`src/rtl/multi_delay_timer.sv`:
```
// multi_delay_timer: multi-channel programmable delay / pulse generator.
// Each channel counts enabled ticks and emits a one-cycle sig pulse every
// per+1 ticks, in periodic or one-shot mode, with an in-window flag and a
// sticky error for a counter left above a freshly shortened period.
// Optional feature macro: PRESCALE_EN (adds PRE_DIV and a shared prescaler).

module multi_delay_timer #(
    parameter int unsigned NCH       = 4,
    parameter int unsigned CBITS     = 14,
    parameter int unsigned DEFAULT_N = 12500
`ifdef PRESCALE_EN
    ,
    parameter int unsigned PRE_DIV   = 1
`endif
) (
    input  logic                                      clk,
    input  logic                                      rst,
    input  logic [NCH-1:0]                            en,
    input  logic                                      cfg_we,
    input  logic [((NCH > 1) ? $clog2(NCH) : 1)-1:0]  cfg_ch,
    input  logic [CBITS-1:0]                          cfg_per,
    input  logic                                      cfg_oneshot,
    input  logic [NCH-1:0]                            err_clr,
    output logic [NCH-1:0]                            sig,
    output logic [NCH-1:0]                            flg,
    output logic [NCH-1:0]                            err,
    output logic [NCH-1:0]                            done
);

    localparam int unsigned CHW = (NCH > 1) ? $clog2(NCH) : 1;

    // Per-channel control states
    localparam logic [1:0] ST_IDLE = 2'd0;
    localparam logic [1:0] ST_RUN  = 2'd1;
    localparam logic [1:0] ST_HALT = 2'd2;

    logic [NCH-1:0][CBITS-1:0] cnt_q;
    logic [NCH-1:0][CBITS-1:0] cnt_d;
    logic [NCH-1:0][CBITS-1:0] per_q;
    logic [NCH-1:0][CBITS-1:0] per_d;
    logic [NCH-1:0][1:0]       st_q;
    logic [NCH-1:0][1:0]       st_d;
    logic [NCH-1:0]            os_q;
    logic [NCH-1:0]            os_d;
    logic [NCH-1:0]            sig_d;
    logic [NCH-1:0]            flg_d;
    logic [NCH-1:0]            err_d;
    logic [NCH-1:0]            done_d;
    logic [NCH-1:0]            cfg_sel;
    logic                      tick;

`ifdef PRESCALE_EN
    localparam int unsigned PBITS = (PRE_DIV > 1) ? $clog2(PRE_DIV) : 1;

    logic [PBITS-1:0] pre_cnt;

    // Shared free-running prescaler; tick marks the last clock of each PRE_DIV window
    always_ff @(posedge clk) begin
        if (rst) begin
            pre_cnt <= '0;
        end else if (pre_cnt == PBITS'(PRE_DIV - 1)) begin
            pre_cnt <= '0;
        end else begin
            pre_cnt <= pre_cnt + PBITS'(1);
        end
    end

    assign tick = (pre_cnt == PBITS'(PRE_DIV - 1));
`else
    assign tick = 1'b1;
`endif

    // Decode the configuration write into a one-hot channel select; out-of-range writes are dropped
    always_comb begin
        cfg_sel = '0;
        if (cfg_we && (32'(cfg_ch) < NCH)) begin
            for (int i = 0; i < NCH; i++) begin
                if (cfg_ch == CHW'(i)) begin
                    cfg_sel[i] = 1'b1;
                end
            end
        end
    end

    // Next-state and next-output logic for every channel
    always_comb begin
        cnt_d  = cnt_q;
        per_d  = per_q;
        os_d   = os_q;
        st_d   = st_q;
        sig_d  = '0;
        flg_d  = '0;
        err_d  = err & ~err_clr;
        done_d = '0;

        for (int i = 0; i < NCH; i++) begin
            // New period/mode only affects comparisons from the next cycle on
            if (cfg_sel[i]) begin
                per_d[i] = cfg_per;
                os_d[i]  = cfg_oneshot;
            end

            if (st_q[i] == ST_HALT) begin
                // Halted one-shot: counter parked at zero until re-armed by a write
                cnt_d[i] = '0;
                if (cfg_sel[i]) begin
                    st_d[i] = en[i] ? ST_RUN : ST_IDLE;
                end
            end else begin
                st_d[i] = en[i] ? ST_RUN : ST_IDLE;
                if (en[i] && tick) begin
                    if (cnt_q[i] == per_q[i]) begin
                        sig_d[i] = 1'b1;
                        cnt_d[i] = '0;
                        if (os_q[i]) begin
                            st_d[i] = ST_HALT;
                        end
                    end else if (cnt_q[i] > per_q[i]) begin
                        // Period was shortened below the running count: restart and flag it
                        cnt_d[i] = '0;
                        err_d[i] = 1'b1;
                    end else begin
                        cnt_d[i] = cnt_q[i] + CBITS'(1);
                    end
                end
            end

            flg_d[i]  = (cnt_d[i] <= per_d[i]);
            done_d[i] = (st_d[i] == ST_HALT);
        end
    end

    // Channel state and registered outputs
    always_ff @(posedge clk) begin
        if (rst) begin
            for (int i = 0; i < NCH; i++) begin
                cnt_q[i] <= '0;
                per_q[i] <= CBITS'(DEFAULT_N);
                st_q[i]  <= ST_IDLE;
            end
            os_q <= '0;
            sig  <= '0;
            flg  <= '1;
            err  <= '0;
            done <= '0;
        end else begin
            cnt_q <= cnt_d;
            per_q <= per_d;
            st_q  <= st_d;
            os_q  <= os_d;
            sig   <= sig_d;
            flg   <= flg_d;
            err   <= err_d;
            done  <= done_d;
        end
    end

endmodule

```
`config.mk`:
```
export PLATFORM = sky130hd
export DESIGN_NAME = multi_delay_timer
export DESIGN_NICKNAME = d
export VERILOG_FILES = /design/src/rtl/multi_delay_timer.sv
export SDC_FILE = /design/constraint.sdc
export NUM_CORES = 1
export LEC_CHECK = 0
export ABC_AREA = 1
export ABC_CLOCK_PERIOD_IN_PS = 2600
export CORE_MARGIN = 5
export CORE_UTILIZATION = 30
export DETAILED_ROUTE_END_ITERATION = 16
export PLACE_DENSITY = 0.52
export SKIP_CTS_REPAIR_TIMING = 1
export SYNTH_ARGS = -nofsm -noshare
export SYNTH_HDL_FRONTEND = slang
export SYNTH_SLANG_ARGS = --single-unit
export TNS_END_PERCENT = 1
```
`constraint.sdc`:
```
create_clock -name clk -period 2.6 [get_ports clk]
set_input_delay 0.78 -clock clk [delete_from_list [all_inputs] [get_ports clk]]
set_output_delay 0.78 -clock clk [all_outputs]
set_load 0.05 [all_outputs]
```
==> results.yml, run 1 <==
outcome:
  status: "finished, violations left"
  violations: "setup timing"
worst_setup_path:
  worstPathCellList: "inv_2, ha_4, a21oi_1, nand2_2, a21oi_4, nand2_2, nor2_4, nand2_1, nand2_1, nand2_2, inv_2, ha_4, nand2_1, inv_2, nand3_4, nor3_4, buf_4, buf_4, nand4_1, nand3_1"
  worstSetupPathType: "flop to flop"
  worstPathRequired_ns: 2.95
  reg2reg_from: "per_q[9]"
  critPathLaunch: "per_q[9]"
  r2r_slack_ns: -0.02
  arrival_ns: 2.97
  slowest_delay_ns: 0.32
  crit_path_top_delay_cell: "dfxtp_1"
  worst_setup_path_start_kind: "flop"
  r2r_end: "flg[0]"
  reg2reg_depth: 20
  cp_max_fo: 4
  cp-end-kind: "flop"
power_and_ir_drop:
  vdd_drop_max_mv: 0.4563
  power_density_nw_per_um2: 469.1
  swShare_pct: 28.93
  power.switching_mw: 1.892
  comb_power_share_pct: 23.0
  fin_total_pwr_mw: 6.539
  internal_power_mw: 4.647
  clock_power_share_pct: 41.5
  p_leak_nw: 6.923
  p_seq_share_pct: 35.5
yosys:
  ys_seq_area_share_pct: 28.75
  syn_avg_cell_area_um2: 6.840
  synth_nets: 1569
  ys_ff_latch: 140
  syn_inst: 1425
  synthArstFlopShare_pct: 0
  synth_cell_type_count: 50
  synth_ff_type: "dfxtp_1"
  synth_edf_count: 0
  synthesis.area_um2: 9747
  yosys_warnings: 0
worst_hold_path:
  hold_end: "err[0]"
  hold_depth: 2
  hold_start: "err[0]"
  min_path_type: "flop to flop"
global_route:
  grt_overflow: 0
  grt_usage_pct: 15.64
  grt_pass1_vias: 9078
  antenna_found_initial: 0
  grt_first_pass_wirelength_um: 45510
  grt_max_degree: 45
finish:
  fin_area_um2: 13940
  final_util_pct: 43.17
  area_delta_synth_final_pct: 43.02
  antennaDiodeCount: 0
  drive_above_1_share_pct: 31.45
  fin_nets: 1830
sta:
  final_max_slew_viol_count: 0
  fin_ws_ns: -0.02205
  clock.fmax_ghz: 0.3814
  tightest_slew_ns: 0.6022
  period_minus_slack_ns: 2.622
  holdWs_ns: 0.4628
  skew_ns: 0.01697
  period_share_pct: 100.8
  setup_viol: 1
  slew_headroom_pct: 59.85
  hold_violations: 0
  fin_setup_tns_ns: -0.02205
  rsz0062_at_grt: "yes"
route:
  drc: 0
  vias: 9707
  first_pass_iters: 5
  drtAntennaViolNets: 0
  wl_um: 29150
  drtIter0Drc: 496
  vias_per_cell: 4.536
  avgRoutedWirePerCell_um: 13.62
cts:
  clockRootBuffer: "clkbuf_16"
  cts-htree-levels: 4
  cts_buffer_depth: 2
  clkTransAtPathRegs_ns: 0.06
  cts_tree: "built"
  clock_sinks: 140
  cts_made_buffers: 17
  clock_latency_ns: 0.43
die:
  die_w_um: 190.3
  die_h_um: 190.3
  placementRows: 66
  die-area_um2: 36200
  ios: 44
  start_util_pct: 30.19
  coreArea_um2: 32290
place:
  port_buffers: 43
  post-dp-hpwl_um: 22080
  place_area_um2: 12230
  place.gp.congestion: 0.8410
flow_run:
  maxCapViolCount: 0
[sequential cells by signal, summed over array words and instances, names as in the netlist]
signal and cells:
per_q 56, flg 4, sig 4, err 4, done 4, st_q 8
os_q 4, cnt_q 56
[area by class of cell]
type	instances	area, um^2
fill	3309	18350
timing repair inverter	2	11.26
clock buffer	19	442.9
multi-input combinational	1014	6679
tap	442	553.0
clock inverter	12	195.2
inverter	229	873.3
timing repair buffer	282	2365
sequential	140	2820
[logic make-up (layout without fill, tap and decap cells)]
family                   count (synthesis)  after routing  synth area share (%)
AO/OA/AOI/OAI                          206            206                 11.99
buffers and inverters                  271            544                 11.46
XOR/XNOR                                31             31                 2.786
flip-flops                             140            140                 28.75
AND/OR/NAND/NOR                        661            661                 30.12
adder cells (fa/ha/maj)                116            116                 14.89
[how the worst max path moves through the flow]
| stage | end | slack (ns) | cells past startpoint |
|---|---|---|---|
| floorplan | flg[3] | 0.1 | 18 |
| global placement | flg[0] | -0.59 | 15 |
| detailed placement | flg[0] | -0.67 | 13 |
| CTS | flg[0] | -0.36 | 18 |
| global route | flg[0] | -0.15 | 21 |
| finish | flg[0] | -0.02 | 20 |
[cells in the final DEF, fill, tap and decap left out, types with 6 or more instances in the layout]
cell type / n
a21oi_1: 68
a21oi_2: 10
buf_12: 8
buf_4: 224
buf_6: 8
clkbuf_16: 17
clkdlybuf4s50_1: 37
clkinv_2: 6
dfxtp_1: 126
dfxtp_2: 14
ha_1: 79
ha_4: 37
inv_1: 191
inv_2: 32
nand2_1: 309
nand2_2: 56
nand2_4: 6
nand3_1: 39
nand3_2: 8
nand4_1: 20
nor2_1: 139
nor2_2: 20
nor2_4: 13
nor3_1: 14
nor3_2: 11
o211ai_1: 6
o21ai_0: 47
o21ai_1: 35
o21ai_2: 26
or2_2: 6
xor2_1: 28
[power by group through the flow]
stage,clock (mW),combinational [mW],sequential [mW]
2_1_floorplan,0,0.736,2.37
3_3_place_gp,0,1.29,2.35
3_5_place_dp,0,1.31,2.35
4_1_cts,2.77,1.32,2.30
5_1_grt,2.86,1.70,2.33
6_report,2.72,1.50,2.32
[synth_stat cells, types with 2 or more instances]
library cell  instances  share of area, %
nand2_1             348                13
inv_1               216               8.3
nor2_1              150               5.8
dfxtp_1             140                29
ha_1                116                15
a21oi_1              78               4.0
o21ai_0              67               3.4
nand3_1              48               2.5
xor2_1               28               2.5
nand2_2              23               1.5
clkbuf_1             22              0.85
o21ai_2              21               1.9
nand4_1              20               1.3
o21ai_1              20               1.0
nor3_1               17              0.87
nor2_2               16               1.0
nor3_2               11               1.1
inv_2                10              0.39
buf_6                 9               1.0
buf_2                 7              0.36
nor2_4                6              0.69
o211ai_1              6              0.46
or2_2                 6              0.39
nor4_1                5              0.32
nand3_2               3              0.31
xnor2_1               3              0.27
a21boi_0              2              0.15
buf_4                 2              0.15
nor3_4                2              0.33
o21a_1                2              0.15
o21bai_1              2              0.15
[through the flow]
step / std cells / setup slack [ns]
finish: 2140 / -0.02205
global route: 2140 / -0.1462
CTS: 2121 / -0.3629
detailed placement: 2090 / -0.6699
global placement: 2090 / -0.5854
floorplan: 1425 / 0.09519
[metal layers]
layer	track usage (%)	vias to the layer above	wire, um
li1	-	5061	-
met1	20.98	4450	13890
met2	26.52	168	13920
met3	2.197	28	950
met4	4.088	0	390
met5	0	-	0
[critical path: cells and delay by family (launching register included)]
kind / cells / cell delay [ns]
AOI/OAI and AO/OA: 2 / 0.41
adders and majority gates: 2 / 0.35
buffers and inverters: 5 / 0.43
DFF: 1 / 0.32
and+or+nand+nor: 11 / 1.04
Note: power is estimated with default switching activity, not from simulation.
==> run 2, diff against run 1 <==
--- a/config.mk
+++ b/config.mk
@@ -8,9 +8,9 @@
 export ABC_AREA = 1
 export ABC_CLOCK_PERIOD_IN_PS = 2600
 export CORE_MARGIN = 5
-export CORE_UTILIZATION = 30
+export CORE_UTILIZATION = 40
 export DETAILED_ROUTE_END_ITERATION = 16
-export PLACE_DENSITY = 0.52
+export PLACE_DENSITY = 0.64
 export SKIP_CTS_REPAIR_TIMING = 1
 export SYNTH_ARGS = -nofsm -noshare
 export SYNTH_HDL_FRONTEND = slang
==> run 2 against run 1 <==
Effect of this change: the run now ends clean; via count is 0.80% higher; maximum frequency is 1.4% higher; utilization is 15 points higher; total power is 3.4% higher; wire length is 1.7% lower; sequential cell count stayed put; worst hold slack worse by 0.0013 ns; critical path type unchanged; largest cell class unchanged; highest routed layer unchanged.
==> results.yml, run 2 (synthesis gave the netlist of run 1 again) <==
outcome:
  status: "finished clean"
sta:
  fin_ws_ns: 0.01431
  hold_violations: 0
  final_max_slew_viol_count: 0
  clock.fmax_ghz: 0.3867
  skew_ns: 0.01124
  period_minus_slack_ns: 2.586
  setup_viol: 0
  slew_headroom_pct: 66.36
  period_share_pct: 99.45
  tightest_slew_ns: 0.5031
  rsz0062_at_grt: "yes"
worst_setup_path:
  cp_max_fo: 4
  r2r_slack_ns: 0.01
  reg2reg_from: "per_q[7]"
  cp-end-kind: "flop"
  worst-path-buf-inv: 3
  arrival_ns: 2.90
  r2r_end: "flg[0]"
  crit_path_top_delay_cell: "dfxtp_2"
  slowest_delay_ns: 0.32
  cp_common_cell: "nand2_2"
  worstSetupPathType: "flop to flop"
  reg2reg_depth: 21
  cp_top_family: "simple AND/OR/NAND/NOR gates"
  worstPathCellList: "inv_2, ha_4, nand2_2, nand2_2, nand2_1, nand2_2, a21oi_4, nand2_4, nor2_4, nand2_1, nand2_1, nand2_2, inv_2, ha_4, nand2_2, inv_2, nand3_4, nor3_4, o21ai_1, o2111ai_1, nand3_1"
  worstPathRequired_ns: 2.91
  worst_setup_path_start_kind: "flop"
cts:
  clock_latency_ns: 0.43
  cts_tree: "built"
  clkTransAtPathRegs_ns: 0.06
  cts_made_buffers: 17
  clockRootBuffer: "clkbuf_16"
  cts_buffer_depth: 2
  cts-htree-levels: 4
  clock_sinks: 140
place:
  port_buffers: 43
  place.gp.congestion: 0.8765
  pre_cts_slack_ns: -0.6022
  dp_cells: 1949
  post-dp-hpwl_um: 20430
power_and_ir_drop:
  p_leak_nw: 6.862
  power_density_nw_per_um2: 480.7
  vdd_drop_max_mv: 0.4675
finish:
  reg_top3: "cnt_q x56, per_q x56, st_q x8"
  layout_commonest_cell: "nand2_1"
  final_util_pct: 58.16
  fin_nets: 1809
  fillers: 2159
  antennaDiodeCount: 0
  area_delta_synth_final_pct: 44.26
  drive_above_1_share_pct: 36.23
  fin_cells: 2002
  mostFrequentLayoutCells: "286 x nand2_1, 200 x buf_4, 174 x inv_1, 128 x nor2_1, 107 x dfxtp_1"
route:
  drtAntennaViolNets: 0
  wl_um: 28660
  vias: 9785
  drtIter0Drc: 594
  vias_per_cell: 4.888
  avgRoutedWirePerCell_um: 14.31
  first_pass_iters: 7
  drc: 0
worst_hold_path:
  hold_depth: 2
  min_path_type: "flop to flop"
  hold_end: "err[3]"
  hold_start: "err[3]"
die:
  die_w_um: 166.1
  die_h_um: 166.1
  ios: 44
  coreArea_um2: 24180
  placementRows: 57
  die-area_um2: 27590
  start_util_pct: 40.31
global_route:
  antenna_found_initial: 0
  grt_pass1_vias: 9217
  grt_overflow: 0
  grt_max_degree: 67
  grt_first_pass_wirelength_um: 43570
  grt_usage_pct: 18.95
flow_run:
  maxCapViolCount: 0
## run 2: cell count changes in the layout (fill, tap and decap cells not counted), moves of 6 or more
cell | before | now
nand2_2 | 56 | 74
ha_1 | 79 | 63
inv_2 | 32 | 46
o21ai_0 | 47 | 53
nand2_1 | 309 | 286
nor2_1 | 139 | 128
nor2_2 | 20 | 31
dfxtp_1 | 126 | 107
ha_4 | 37 | 49
dfxtp_2 | 14 | 30
buf_4 | 224 | 200
inv_1 | 191 | 174
o21ai_1 | 35 | 29
## run 2: worst register-to-register path: cells and delay by family (launching register included)
family                     cells  cell delay [ns]
buffers and inverters          3             0.21
and+or+nand+nor               13             1.18
adders and majority gates      2             0.33
DFF                            1             0.32
AOI/OAI and AO/OA              3             0.44
## run 2: area by class of cell
| cell class | count | area (um^2) | share of cell area, % |
|---|---|---|---|
| Tap cell | 324 | 405.4 | 2.883 |
| Inverter | 229 | 885.9 | 6.300 |
| Timing Repair inverter | 4 | 21.27 | 0.1513 |
| Clock buffer | 19 | 452.9 | 3.221 |
| Timing Repair Buffer | 258 | 2200 | 15.64 |
| Sequential cell | 140 | 2851 | 20.28 |
| Multi-Input combinational cell | 1015 | 7008 | 49.84 |
| Clock inverter | 13 | 236.5 | 1.682 |
## run 2: through the flow
step | setup TNS (ns) | power [mW] | instance area, um^2 | hold slack (ns)
6_report | 0 | 6.759 | 14060 | 0.4616
5_1_grt | -0.4536 | 7.092 | 14060 | 0.4767
4_1_cts | -0.7934 | 6.500 | 12610 | 0.4687
3_5_place_dp | -2.317 | 3.631 | 11920 | 0.4590
3_3_place_gp | -2.083 | 3.598 | 11920 | 0.4541
2_1_floorplan | 0 | 3.101 | 9747 | 0.4375
## run 2: report_power, final
part / total (mW) / internal (mW) / switching (mW) / leakage [nW]
sequential: 2.33 / 2.25 / 0.0778 / 1.16
clock: 2.85 / 1.86 / 0.995 / 0.334
combinational: 1.58 / 0.709 / 0.867 / 5.37
## run 2: metal layers
layer / global-route usage (%) / share of wire [%] / vias to the layer above
met5: 0 / 0 / -
met4: 4.304 / 2.2 / 0
met3: 2.904 / 4.0 / 51
met2: 32.69 / 49 / 232
met1: 25.05 / 45 / 4479
li1: - / - / 5023
## run 2: worst max path at each step
stage	start	to	cells after the start
detailed placement	cfg_we	flg[0]	15
global placement	cfg_we	flg[0]	15
finish	per_q[7]	flg[0]	21
floorplan	per_q[55]	flg[3]	18
CTS	per_q[13]	flg[0]	21
global route	per_q[7]	flg[0]	21
==> run 3, diff against run 2 <==
--- a/config.mk
+++ b/config.mk
@@ -8,9 +8,11 @@
 export ABC_AREA = 1
 export ABC_CLOCK_PERIOD_IN_PS = 2600
 export CORE_MARGIN = 5
-export CORE_UTILIZATION = 40
+export CORE_UTILIZATION = 56
 export DETAILED_ROUTE_END_ITERATION = 16
-export PLACE_DENSITY = 0.64
+export MAX_ROUTING_LAYER = met4
+export PLACE_DENSITY = 0.83
+export SETUP_SLACK_MARGIN = 0.2
 export SKIP_CTS_REPAIR_TIMING = 1
 export SYNTH_ARGS = -nofsm -noshare
 export SYNTH_HDL_FRONTEND = slang
==> run 3 against run 2 <==
Effect of this change: the run now ends with setup timing left; sequential cell count unchanged; first-iteration DRC count increased by 75%; utilization up 21 points; non-clock buffer count fell by 12; via count up 13%; register-to-register slack worse by 0.23 ns; worst hold slack worse by 0.00054 ns; critical endpoint is now flg[1].
==> results.yml, run 3 (synthesis gave the netlist of run 1 again) <==
outcome:
  status: "finished, violations left"
  violations: "setup timing"
sta:
  hold_violations: 0
  rsz0062_at_grt: "yes"
  skew_ns: 0.008328
  period_share_pct: 108.5
  period_minus_slack_ns: 2.821
  clock.fmax_ghz: 0.3545
  tightest_slew_ns: 0.5514
  final_max_slew_viol_count: 0
  fin_ws_ns: -0.2205
  slew_headroom_pct: 63.24
  setup_viol: 4
power_and_ir_drop:
  clock_power_share_pct: 39.1
  p_leak_nw: 6.720
  swShare_pct: 32.25
  comb_power_share_pct: 24.9
  internal_power_mw: 4.394
  vdd_drop_max_mv: 0.5123
  power_density_nw_per_um2: 477.4
  power.switching_mw: 2.092
  p_seq_share_pct: 35.9
die:
  ios: 44
  coreArea_um2: 17180
  die_w_um: 141.9
  die_h_um: 141.9
  start_util_pct: 56.75
  placementRows: 48
  die-area_um2: 20140
route:
  wl_um: 34880
  drtAntennaViolNets: 0
  drc: 0
  vias_per_cell: 5.836
  first_pass_iters: 6
  vias: 11030
  drtIter0Drc: 1041
  avgRoutedWirePerCell_um: 18.45
worst_setup_path:
  cp_top_family: "simple AND/OR/NAND/NOR gates"
  worst_setup_path_start_kind: "flop"
  slowest_delay_ns: 0.33
  crit_path_top_delay_cell: "dfxtp_1"
  cp-end-kind: "flop"
  worstSetupPathType: "flop to flop"
  cp_common_cell: "nand2_1"
  worstPathRequired_ns: 2.98
  cp_max_fo: 6
  arrival_ns: 3.21
  worstPathCellList: "inv_1, ha_1, nand2_1, nand2_1, nand2_1, nand3_1, nand2_1, nand2_2, nor2_4, buf_12, nand2_2, nand2_1, nand2_1, inv_1, ha_1, a21oi_1, o21ai_0, a21oi_1, nand2_1, nand3_1"
  worst-path-buf-inv: 3
cts:
  clock_sinks: 140
  clock_latency_ns: 0.45
  cts-htree-levels: 4
  clockRootBuffer: "clkbuf_16"
  cts_buffer_depth: 2
  cts_made_buffers: 17
  clkTransAtPathRegs_ns: 0.06
  cts_tree: "built"
global_route:
  grt_usage_pct: 29.06
  grt_pass1_vias: 9952
  grt_overflow: 0
  antenna_found_initial: 2
  grt_max_degree: 105
  grt_first_pass_wirelength_um: 46260
finish:
  drive_above_1_share_pct: 32.59
  area_delta_synth_final_pct: 39.37
  fin_nets: 1794
  reg_top3: "cnt_q x56, per_q x56, st_q x8"
  final_util_pct: 79.09
  multi_input_area_um2: 6922
  mostFrequentLayoutCells: "308 x nand2_1, 194 x buf_4, 182 x inv_1, 130 x nor2_1, 120 x dfxtp_1"
  layout_commonest_cell: "nand2_1"
  regArea_um2: 2828
  fillers: 982
worst_hold_path:
  min_path_type: "flop to flop"
flow_run:
  maxCapViolCount: 0
place:
  place.gp.congestion: 0.9708
  pre_cts_slack_ns: -0.4951
  post-dp-hpwl_um: 20180
  port_buffers: 43
[run 3: metrics by stage]
step	cells	hold slack, ns	area (um^2)	TNS (ns)	power [mW]
after detailed placement	1825	0.4561	11620	-1.928	3.601
final	1890	0.4610	13580	-0.5246	6.486
after global placement	1825	0.4531	11620	-1.682	3.538
after CTS	1857	0.4656	12210	-0.6071	6.083
after floorplan	1425	0.4375	9783	0	3.104
after global routing	1890	0.4949	13580	-1.022	6.714
[run 3: per-layer routing]
layer | GRT usage, % | routed length, um | share of wire (%) | vias to the layer above
li1 | - | - | - | 4997
met1 | 33.28 | 12830 | 37 | 5072
met2 | 48.93 | 16780 | 48 | 707
met3 | 5.544 | 2762 | 7.9 | 254
met4 | 13.99 | 2507 | 7.2 | 0
met5 | - | 0 | 0 | -
[run 3: area by class of cell]
| cell class | count | share of cell area, % |
|---|---|---|
| multi-input cells | 1015 | 50.95 |
| flip-flops and latches | 140 | 20.82 |
| repair buffers | 246 | 15.24 |
| inverters | 229 | 6.466 |
| clock buffers | 19 | 3.334 |
| well taps | 225 | 2.072 |
| clock inverters | 13 | 1.032 |
| repair inverters | 1 | 0.04605 |
| diodes | 2 | 0.03684 |
[run 3: worst register-to-register path, cell delays in order, from the launching register on]
cell	delay, ns
dfxtp_1	0.33
inv_1	0.08
ha_1	0.31
nand2_1	0.09
nand2_1	0.09
nand2_1	0.12
nand3_1	0.09
nand2_1	0.10
nand2_2	0.08
nor2_4	0.17
buf_12	0.15
nand2_2	0.05
nand2_1	0.05
nand2_1	0.10
inv_1	0.08
ha_1	0.25
a21oi_1	0.19
o21ai_0	0.13
a21oi_1	0.17
nand2_1	0.08
nand3_1	0.06
[run 3: path summary, 6_finish.rpt]
path	start	end	slack [ns]	cells after the start
max	per_q[15]	flg[1]	-0.22	20
min	err[3]	err[3]	0.46	2
max reg2reg	per_q[15]	flg[1]	-0.22	20
min reg2reg	err[3]	err[3]	0.46	2
[run 3: power by group through the flow]
stage | sequential, mW | combinational (mW) | clock [mW]
2_1_floorplan | 2.37 | 0.739 | 0
3_3_place_gp | 2.35 | 1.19 | 0
3_5_place_dp | 2.35 | 1.25 | 0
4_1_cts | 2.31 | 1.28 | 2.50
5_1_grt | 2.34 | 1.75 | 2.63
6_report | 2.33 | 1.62 | 2.54
